## src/rtl/set_bit_pkg.sv

```systemverilog
// set_bit_pkg: shared definitions for the set_bit flag register.
//   op_t          2-bit command opcode type
//   OP_SET        set one flag bit selected by cmd_idx
//   OP_CLR        clear one flag bit selected by cmd_idx
//   OP_TGL        invert one flag bit selected by cmd_idx
//   OP_WRITE_ALL  load the whole flag vector from cmd_data
package set_bit_pkg;

  typedef logic [1:0] op_t;

  localparam op_t OP_SET       = 2'd0;
  localparam op_t OP_CLR       = 2'd1;
  localparam op_t OP_TGL       = 2'd2;
  localparam op_t OP_WRITE_ALL = 2'd3;

  // True for the opcodes that address a single bit through cmd_idx.
  function automatic logic op_is_indexed(input op_t op);
    return (op != OP_WRITE_ALL);
  endfunction

endpackage

```

## src/rtl/set_bit_scan.sv

```systemverilog
// set_bit_scan: combinational summary of a flag vector.
//   vec        input  WIDTH   vector to summarise
//   count      output CNT_W   number of set bits
//   first_idx  output IDX_W   index of the lowest set bit, 0 when none set
//   any_set    output 1       OR reduction of vec
module set_bit_scan #(
  parameter int WIDTH = 8,
  parameter int IDX_W = $clog2(WIDTH),
  parameter int CNT_W = $clog2(WIDTH + 1)
) (
  input  logic [WIDTH-1:0] vec,
  output logic [CNT_W-1:0] count,
  output logic [IDX_W-1:0] first_idx,
  output logic             any_set
);

  always_comb begin
    count = '0;
    for (int i = 0; i < WIDTH; i++) begin
      count = count + {{(CNT_W-1){1'b0}}, vec[i]};
    end
  end

  // Walk from the top down so the lowest set bit is the last one written.
  always_comb begin
    first_idx = '0;
    for (int i = WIDTH - 1; i >= 0; i--) begin
      if (vec[i]) begin
        first_idx = IDX_W'(i);
      end
    end
  end

  assign any_set = |vec;

endmodule

```

## src/rtl/set_bit.sv

```systemverilog
// set_bit: constant-1 tie-high source plus a programmable WIDTH-bit flag
// register with status summaries.
//   clk        input  1      rising-edge clock for all state
//   rst        input  1      synchronous active-high reset
//   salida     output 1      hard logic 1, independent of every input
//   cmd_valid  input  1      command strobe, one command per cycle
//   cmd_op     input  2      SET / CLR / TGL / WRITE_ALL
//   cmd_idx    input  IDX_W  bit index for SET / CLR / TGL
//   cmd_data   input  WIDTH  vector for WRITE_ALL
//   flags      output WIDTH  current flag register
//   any_set    output 1      OR of flags
//   all_set    output 1      AND of flags
//   count      output CNT_W  number of set flags
//   first_idx  output IDX_W  lowest set flag index, 0 when none
//   cmd_err    output 1      pulse: previous command had an out-of-range index
module set_bit
  import set_bit_pkg::*;
#(
  parameter int               WIDTH = 8,
  parameter logic [WIDTH-1:0] INIT  = '0
) (
  input  logic                         clk,
  input  logic                         rst,
  output logic                         salida,
  input  logic                         cmd_valid,
  input  logic [1:0]                   cmd_op,
  input  logic [$clog2(WIDTH)-1:0]     cmd_idx,
  input  logic [WIDTH-1:0]             cmd_data,
  output logic [WIDTH-1:0]             flags,
  output logic                         any_set,
  output logic                         all_set,
  output logic [$clog2(WIDTH+1)-1:0]   count,
  output logic [$clog2(WIDTH)-1:0]     first_idx,
  output logic                         cmd_err
);

  localparam int IDX_W = $clog2(WIDTH);
  localparam int CNT_W = $clog2(WIDTH + 1);

  logic [WIDTH-1:0] flags_p0;
  logic [WIDTH-1:0] flags_nxt;
  logic [WIDTH-1:0] bit_mask;
  logic             err_p0;
  logic             err_nxt;
  logic             idx_ok;
  op_t              op;

  // A pure continuous tie: no dependency on clock, reset or any input, so
  // it is valid from time zero.
  assign salida = 1'b1;

  assign op = op_t'(cmd_op);

  // Only reachable as false when WIDTH is not a power of two.
  assign idx_ok = ({{(32-IDX_W){1'b0}}, cmd_idx} < 32'(WIDTH));

  // A shift past the top yields an all-zero mask, so an out-of-range
  // index can never disturb the register even before idx_ok gates it.
  assign bit_mask = {{(WIDTH-1){1'b0}}, 1'b1} << cmd_idx;

  always_comb begin
    flags_nxt = flags_p0;
    err_nxt   = 1'b0;
    if (cmd_valid) begin
      if (op_is_indexed(op) && !idx_ok) begin
        err_nxt = 1'b1;
      end else begin
        case (op)
          OP_SET:       flags_nxt = flags_p0 | bit_mask;
          OP_CLR:       flags_nxt = flags_p0 & ~bit_mask;
          OP_TGL:       flags_nxt = flags_p0 ^ bit_mask;
          OP_WRITE_ALL: flags_nxt = cmd_data;
          default:      flags_nxt = flags_p0;
        endcase
      end
    end
  end

  // Stage p0: flag register and error pulse; reset overrides any command.
  always_ff @(posedge clk) begin
    if (rst) begin
      flags_p0 <= INIT;
      err_p0   <= 1'b0;
    end else begin
      flags_p0 <= flags_nxt;
      err_p0   <= err_nxt;
    end
  end

  assign flags   = flags_p0;
  assign cmd_err = err_p0;
  assign all_set = &flags_p0;

  set_bit_scan #(
    .WIDTH (WIDTH),
    .IDX_W (IDX_W),
    .CNT_W (CNT_W)
  ) u_scan (
    .vec       (flags_p0),
    .count     (count),
    .first_idx (first_idx),
    .any_set   (any_set)
  );

endmodule

```

## config.mk

```make
export PLATFORM = sky130hd
export DESIGN_NAME = set_bit
export DESIGN_NICKNAME = d
export VERILOG_FILES = /design/src/rtl/set_bit_pkg.sv /design/src/rtl/set_bit_scan.sv /design/src/rtl/set_bit.sv
export SDC_FILE = /design/constraint.sdc
export NUM_CORES = 1
export LEC_CHECK = 0
export CORE_ASPECT_RATIO = 1.4
export CORE_MARGIN = 2
export CORE_UTILIZATION = 50
export CTS_BUF_LIST = sky130_fd_sc_hd__clkbuf_16
export DETAILED_ROUTE_END_ITERATION = 10
export PLACE_DENSITY = 0.85
export SETUP_SLACK_MARGIN = 0.4
export SLEW_MARGIN = 30
export SYNTH_ARGS = -nofsm -noshare
export SYNTH_HDL_FRONTEND = slang
export SYNTH_HIERARCHICAL = 1
export SYNTH_SLANG_ARGS = --single-unit
```

## constraint.sdc

```tcl
create_clock -name clk -period 7.25 [get_ports clk]
set_input_delay 1.45 -clock clk [delete_from_list [all_inputs] [get_ports clk]]
set_output_delay 1.45 -clock clk [all_outputs]
set_load 0.02 [all_outputs]
```

; Word level (Yosys, flattened, before mapping)
; Index checks and enable logic that the tools add are counted.
[totals]
regBits = 8
input_bits = 16
output_inout_bits = 19
word_cells = 28
[op_classes]
add_sub_neg = 7
eq_ne = 3
shift = 1
mux = 9
bitwise_logic = 4
n_reduce_logical = 3
[ops]
columns = operator, count
row1 = 8-bit one-hot mux with 4 select lines, 1
row2 = 4-bit by 1-bit adder with 4-bit output, 6
row3 = 3-bit 2-to-1 mux, 8
row4 = 8-bit AND, 1
row5 = 8-bit NOT, 1
row6 = 8-bit OR, 1
row7 = 8-bit AND reduction, 1
row8 = 8-bit OR reduction, 1
row9 = 1-bit by 3-bit left shift with 8-bit output (first input constant), 1
row10 = 8-bit bitwise XOR, 1
row11 = 2-bit == test (second input constant), 2
row12 = 1-bit by 1-bit adder with 2-bit output, 1
row13 = 2-bit by 1-bit == test with 1-bit output (second input constant), 1
row14 = 2-bit logical NOT, 1

; Depth between registers and ports, before layout
; Gate-level depths: netlist of the first run.
[depth]
word_depth = 8
ltp_mapped = 9
depth_no_buf = 9

; Hierarchy
; The synthesis of the first run kept the hierarchy.
[modules_own_cells]
columns = mod, instances, cells_each, area_per_inst_um2
row1 = set_bit, 1, 100, 863.3
row2 = set_bit_scan, 1, 35, 274.0

; Least setup slack after synthesis of the first run
; Ideal clock, no wire load.
[synth_path]
path_type = reg-to-output
start = reg flags_p0[0], in the netlist flags[0]
end = out count[2]
arrival_ns = 3.098
t_required_ns = 5.800
path_slack_ns = 2.702
stages_incl_launch_ff = 10
path_cell_list = dfxtp_1 -> inv_1 -> fa_1 -> fa_1 -> fa_1 -> inv_1 -> ha_1 -> inv_1 -> fa_1 -> xnor2_1
[synth_via]
elab_chain_cells = 7
[synth_lines]
columns = item, line
row1 = "start, declared", set_bit.sv:40  ; logic [WIDTH-1:0] flags_p0;
row2 = "start signal, assigned", set_bit.sv:85  ; flags_p0 <= flags_nxt;
row3 = 1-bit by 1-bit adder with 2-bit output, set_bit_scan.sv:20  ; count = count + {{(CNT_W-1){1'b0}}, vec[i]};
row4 = 4-bit by 1-bit adder with 4-bit output (6 in series), set_bit_scan.sv:20
row5 = "end, declared", set_bit.sv:32  ; output logic [$clog2(WIDTH+1)-1:0] count,
; No other way between the ends.

; Final worst setup path of the first run
; Same ends and word-level chain as after synthesis.

==> metrics, run 1 <==
status=completed; largest net degree at the start of global routing=25; Boundary Pins=35; GRT Resource Usage Total=0.241; FP Rows=20; Fin Clk Skew=0 ns; multi-input logic area=840 µm²; WS Path Type=flip-flop to output port; CTS Sinks=8; Reg power frac=0.213; CTS tree=yes; combinational share of power=0.415; DR iter-0 viols=23; CP max stage cell=clkdlybuf4s50_1; Vias/cell=around 6; Post-CTS Setup Bufs=0; Worst Path Required=5.80 ns; worst r2r src=flags[6]; Detail Placement HPWL=2170 µm; crit end category=output port; Worst path max stage delay=0.61 ns; syn_nets=about 180; hold worst-path end=flags[7]; Max VDD drop=around 0.000085 V; Largest register FFs=8; switching power=~0.085 mW; clock tree buffer depth=2; final setup fails=0; final instance area=between 0.0015 and 0.002 mm²; Post-DRT Antenna Nets=0; fin crit share=0.721; worst endpoint data arrival time=approximately 3.8 ns; synthesis-to-finish area growth=33.3%; global placer's final weighted congestion=0.983; WL final=between 2000 and 3000 µm; Final nets=around 210; # hold bufs at CTS=0; number of distinct library cells after synthesis=36; Max Freq=~0.19 GHz; final hold viol count=0; die area=around 0.0027 mm²; clock group share of total power=0.371; share of layout cells above drive strength 1=0.0915; Hold Path Stages=2; reg2reg end=flags[6]; crit path max fanout=9; slew margin rel.=0.400; Mapped Area=approximately 0.0011 mm²; H-tree level count=1; Filler cells=between 150 and 200; Avg WL per Cell=between 15 and 20 µm; Syn Inst Count=~140; vias in the first global route=about 1100; Worst Min Path Start=flags[7]; Worst Setup SP=flags[0]; flops & latches, synth=8; reg2reg path depth=4; Worst setup SP type=flip-flop; shortest period the worst path allows=approximately 5.2 ns; Reg2Reg Setup Slack=around 5.7 ns; first-pass GRT wire length=between 4000 and 5000 µm; critical-path cell list=inv_1 -> fa_1 -> fa_1 -> fa_1 -> inv_1 -> ha_1 -> inv_1 -> fa_1 -> xnor2_1 -> clkdlybuf4s50_1; Int Pwr=roughly 0.17 mW; gr ovfl total=0; Core Region=0.00215 mm²; most used cell, CP=fa_1; Leak=around 0.64 nW; unrepaired setup endpoints after global routing=false; Pre-Repair DR Iteration Count=4; Yosys warning total=6; Cell Area, Placed=0.00144 mm²; Vias=between 1000 and 1500; Final Max Tran Viols=0; TNS Setup=0 ns; max-cap violations=0; port bufs=32; initial antenna violation count=0; Die Y-Extent=between 60 and 70 µm; Die X=around 44 µm; Sw Share=0.332; initial core utilization=0.528; syn avg cell area=about 8.4 µm²; antenna cells=0; HP Class=flip-flop to flip-flop; Num CTS Buffers=3; pwr dens=between 150 and 200 mW/mm²; Least-Margin Pin Slew=~0.90 ns; Seq/Total Area, Yosys=0.141; post-route DRC violation count=0; clk slew on worst S/H paths=0.04 ns; Clk Latency, worst-skew pair=approximately 0.23 ns; Seq. cell area=around 160 µm²; Post-CTS Resized=0; clock root cell=clkbuf_16
[synthesized netlist by cell type (all sizes together)]
library cell	n	area share
a2111oi	3	0.031
a211oi	4	0.026
a21oi	3	0.013
a221o	5	0.044
and2b	4	0.030
buf	5	0.034
clkbuf	1	0.0044
conb	2	0.0066
dfxtp	8	0.14
fa	4	0.070
ha	20	0.22
inv	25	0.083
mux2	5	0.056
mux2i	3	0.026
nand2	8	0.026
nand3	2	0.0088
nand3b	3	0.020
nand4	2	0.011
nor2	8	0.026
nor2b	2	0.018
nor3	5	0.022
nor3b	1	0.0066
nor4	1	0.011
nor4b	1	0.0077
o211ai	1	0.0066
o21ai	5	0.022
o41ai	1	0.0077
or3	1	0.0055
or3b	1	0.0077
xnor2	1	0.0077
[through the flow]
stage	worst slack, ns	hold slack (ns)	util	power [mW]	std cells
2_1_floorplan	2.70	0.638	-	0.116	135
3_3_place_gp	2.43	0.586	0.670	0.154	183
3_5_place_dp	2.28	0.630	0.670	0.160	183
4_1_cts	2.01	0.641	0.705	0.257	186
5_1_grt	1.87	0.683	0.705	0.270	186
6_report	2.02	0.644	0.705	0.255	186
[worst max-delay path: cells and delay by family, from the launching register on]
family,cells,cell delay (ns)
fa+ha+maj,5,2.03
buf+inv,4,0.89
flops,1,0.48
xor+xnor,1,0.15
[power by group through the flow]
stage | clock (mW) | sequential [mW] | combinational [mW]
global route | 0.0996 | 0.0551 | 0.116
CTS | 0.0960 | 0.0543 | 0.107
floorplan | 0 | 0.0567 | 0.0593
global placement | 0 | 0.0542 | 0.100
finish | 0.0947 | 0.0545 | 0.106
detailed placement | 0 | 0.0548 | 0.105
[cell type report]
class / count / share of cell area
multi-input combinational: 96 / 0.554
timing repair buffer: 32 / 0.211
sequential: 8 / 0.106
inverter: 25 / 0.0619
clock buffer: 3 / 0.0495
tap: 22 / 0.0182
[kinds of logic (layout without fill, tap and decap cells)]
group | Yosys count | in the layout | share of synthesized area
simple gates | 39 | 39 | 0.200
buf+inv | 31 | 60 | 0.121
xor+xnor | 1 | 1 | 0.00770
mux | 8 | 8 | 0.0825
other cells | 2 | 2 | 0.00660
flops | 8 | 8 | 0.141
compound gates | 22 | 22 | 0.151
fa+ha+maj | 24 | 24 | 0.290
[how the worst max path moves through the flow]
stage	to	cells past startpoint	slack, ns
after floorplan	count[2]	9	2.70
after global placement	count[1]	10	2.43
after global routing	count[2]	10	1.87
final	count[2]	10	2.02
after detailed placement	count[2]	10	2.28
after CTS	count[2]	10	2.01
[cell usage in the layout, fill, tap and decap left out, drive strengths merged]
| cell | instances |
|---|---|
| a2111oi | 3 |
| a211oi | 4 |
| a21oi | 3 |
| a221o | 5 |
| and2b | 4 |
| clkbuf | 3 |
| clkdlybuf4s50 | 32 |
| conb | 2 |
| dfxtp | 8 |
| fa | 4 |
| ha | 20 |
| inv | 25 |
| mux2 | 5 |
| mux2i | 3 |
| nand2 | 8 |
| nand3 | 2 |
| nand3b | 3 |
| nand4 | 2 |
| nor2 | 8 |
| nor2b | 2 |
| nor3 | 5 |
| nor3b | 1 |
| nor4 | 1 |
| nor4b | 1 |
| o211ai | 1 |
| o21ai | 5 |
| o41ai | 1 |
| or3 | 1 |
| or3b | 1 |
| xnor2 | 1 |
[layer usage]
metal | GRT usage | wire length, µm
met1 | 0.253 | 1150
met2 | 0.447 | 1570
met3 | 0.0327 | 120
met4 | 0.139 | 68
met5 | 0 | 0
Power figures use the tool's default switching activity.
==> run 2: changes to the inputs <==
--- a/config.mk
+++ b/config.mk
@@ -7,10 +7,10 @@
 export LEC_CHECK = 0
 export CORE_ASPECT_RATIO = 1.4
 export CORE_MARGIN = 2
-export CORE_UTILIZATION = 50
+export CORE_UTILIZATION = 42
 export CTS_BUF_LIST = sky130_fd_sc_hd__clkbuf_16
 export DETAILED_ROUTE_END_ITERATION = 10
-export PLACE_DENSITY = 0.85
+export PLACE_DENSITY = 0.76
 export SETUP_SLACK_MARGIN = 0.4
 export SLEW_MARGIN = 30
 export SYNTH_ARGS = -nofsm -noshare
==> constraint.sdc (replaced) <==
create_clock -name clk -period 4.8 [get_ports clk]
set_input_delay 0.96 -clock clk [delete_from_list [all_inputs] [get_ports clk]]
set_output_delay 0.96 -clock clk [all_outputs]
set_load 0.02 [all_outputs]
==> metrics, run 2 (synthesis gave the netlist of run 1 again) <==
final setup fails=0 (unchanged); CTS tree=yes; Final Max Tran Viols=0 (unchanged); reg2reg path depth=5 (+1); hold worst-path end=flags[6]; Worst Min Path Start=flags[6]; final hold viol count=0 (unchanged); Hold WS=0.614 ns (-0.0298 ns); Reg2Reg Setup Slack=3.31 ns (-2.39 ns); CP max stage cell=fa_1; CP bufs+invs=4 (unchanged); global placer's final weighted congestion=0.824 (-16%); crit end category=output port; antenna cells=0 (unchanged); max-cap violations=0 (unchanged); Avg WL per Cell=13.2 µm (-16%); clock root cell=clkbuf_16; Fin Clk Skew=0 ns (unchanged); unrepaired setup endpoints after global routing=false; pwr dens=247 mW/mm² (+47%); WL final=2630 µm (-9.5%); cell family with most CP delay=adder cells; most used cell, CP=fa_1; leading cell type in the layout, fill and taps excluded=clkdlybuf4s50_1; worst endpoint data arrival time=3.23 ns (-0.55 ns); Final nets=206 (unchanged); initial antenna violation count=0 (unchanged); slew margin rel.=0.402 (+0.00216); DR iter-0 viols=25 (+8.7%); initial core utilization=0.440 (-0.0889); Num CTS Buffers=3 (unchanged); # hold bufs at CTS=0 (unchanged); placed cells=197 (+7.7%); Pre-Repair DR Iteration Count=6 (+2); reg2reg end=flags[2]; Die X=48.0 µm (+8.3%); Die Y-Extent=65.6 µm (+8.5%); HP Class=flip-flop to flip-flop; Worst Path Required=3.84 ns (-1.96 ns); synthesis-to-finish area growth=34.2%; share of layout cells above drive strength 1=0.116 (+0.0244); critical-path cell list=inv_1 -> fa_1 -> fa_1 -> fa_1 -> inv_1 -> ha_1 -> inv_1 -> fa_1 -> xnor2_1 -> clkbuf_2; clk slew on worst S/H paths=0.04 ns (about the same); fin crit share=0.873; vias in the first global route=1095 (+0.37%); port bufs=32 (unchanged); most frequent cells in the layout=clkdlybuf4s50_1, inv_1, ha_1; largest net degree at the start of global routing=25 (unchanged); post-route DRC violation count=0 (unchanged); Worst setup SP type=flip-flop; Vias/cell=5.31 (-11%); FP Rows=22 (+10%); die area=0.00315 mm² (+17%); GRT Resource Usage Total=0.195 (-0.0456); Post-DRT Antenna Nets=0 (unchanged); CP Depth=10 (unchanged); Least-Margin Pin Slew=0.894 ns (-0.00323 ns); Hold Path Stages=2 (unchanged); gr ovfl total=0 (unchanged); CTS Sinks=8 (unchanged); Vias=1062 (-4.4%); Post-CTS Setup Bufs=0 (unchanged); Max VDD drop=0.000143 V (+69%); Clk Latency, worst-skew pair=0.23 ns (about the same); Max Freq=about 0.24 GHz; worst r2r src=flags[2]; WS Path Type=flip-flop to output port; clock tree buffer depth=2 (unchanged); final core utilization=0.590 (-0.115); first-pass GRT wire length=4490 µm (-6.6%); TNS Setup=0 ns (unchanged); Detail Placement HPWL=2140 µm (-1.1%); Largest register FFs=8 (unchanged); shortest period the worst path allows=4.19 ns; Core Region=0.00259 mm² (+20%); Worst Setup SP=flags[0]; Leak=0.645 nW (+0.45%); final non-filler cell total=200 (+7.5%); crit path max fanout=9 (unchanged); Worst path max stage delay=0.56 ns (-0.05 ns); Boundary Pins=35 (unchanged); status=completed; H-tree level count=1 (unchanged)
-- run 2: cell count changes in the layout (fill, tap and decap cells not counted) --
cell             delta
clkdlybuf4s50_1     -2
dfxtp_2             +2
dfxtp_1             -2
clkbuf_2            +2
-- run 2: how the worst max path moves through the flow --
stage                     to
floorplan           count[2]
global placement    count[1]
detailed placement  count[2]
CTS                 count[2]
global route        count[3]
finish              count[2]
-- run 2: per-layer routing --
metal,vias up,part of all wire,track usage
li1,519,-,-
met1,499,0.38,0.206
met2,36,0.53,0.338
met3,8,0.047,0.0137
met4,0,0.040,0.135
met5,-,0,0
-- run 2: timing repair --
action / 4_1_cts / 5_1_grt
pin swaps: 0 / 0
setup endpoints to repair: 2 / 2
resized for setup: 4 / 4
-- run 2: cell type report --
| type | count | area (µm²) |
|---|---|---|
| fill | 245 | 1060 |
| multi-input combinational | 96 | 840 |
| inverter | 25 | 93.8 |
| tap | 36 | 45.0 |
| clock buffer | 3 | 75.1 |
| timing repair buffer | 32 | 310 |
| sequential | 8 | 163 |
-- run 2: power breakdown --
group          switching [mW]  internal (mW)
Combinational          0.0796         0.0745
Clock                  0.0329          0.107
Sequential             0.0102         0.0716
Total                   0.123          0.254
-- run 2: stage by stage --
stage	cell area (µm²)	worst slack (ns)	power, mW
after floorplan	1140	0.742	0.175
after global placement	1460	0.466	0.233
after detailed placement	1460	0.296	0.241
after CTS	1530	0.428	0.380
after global routing	1530	0.448	0.400
final	1530	0.608	0.376
-- run 2: worst register-to-register path, stage by stage (launching register included) --
cell and delay (ns):
dfxtp_1 0.49, inv_1 0.11, ha_1 0.30, nand2_1 0.05
o21ai_0 0.11, a221o_1 0.32
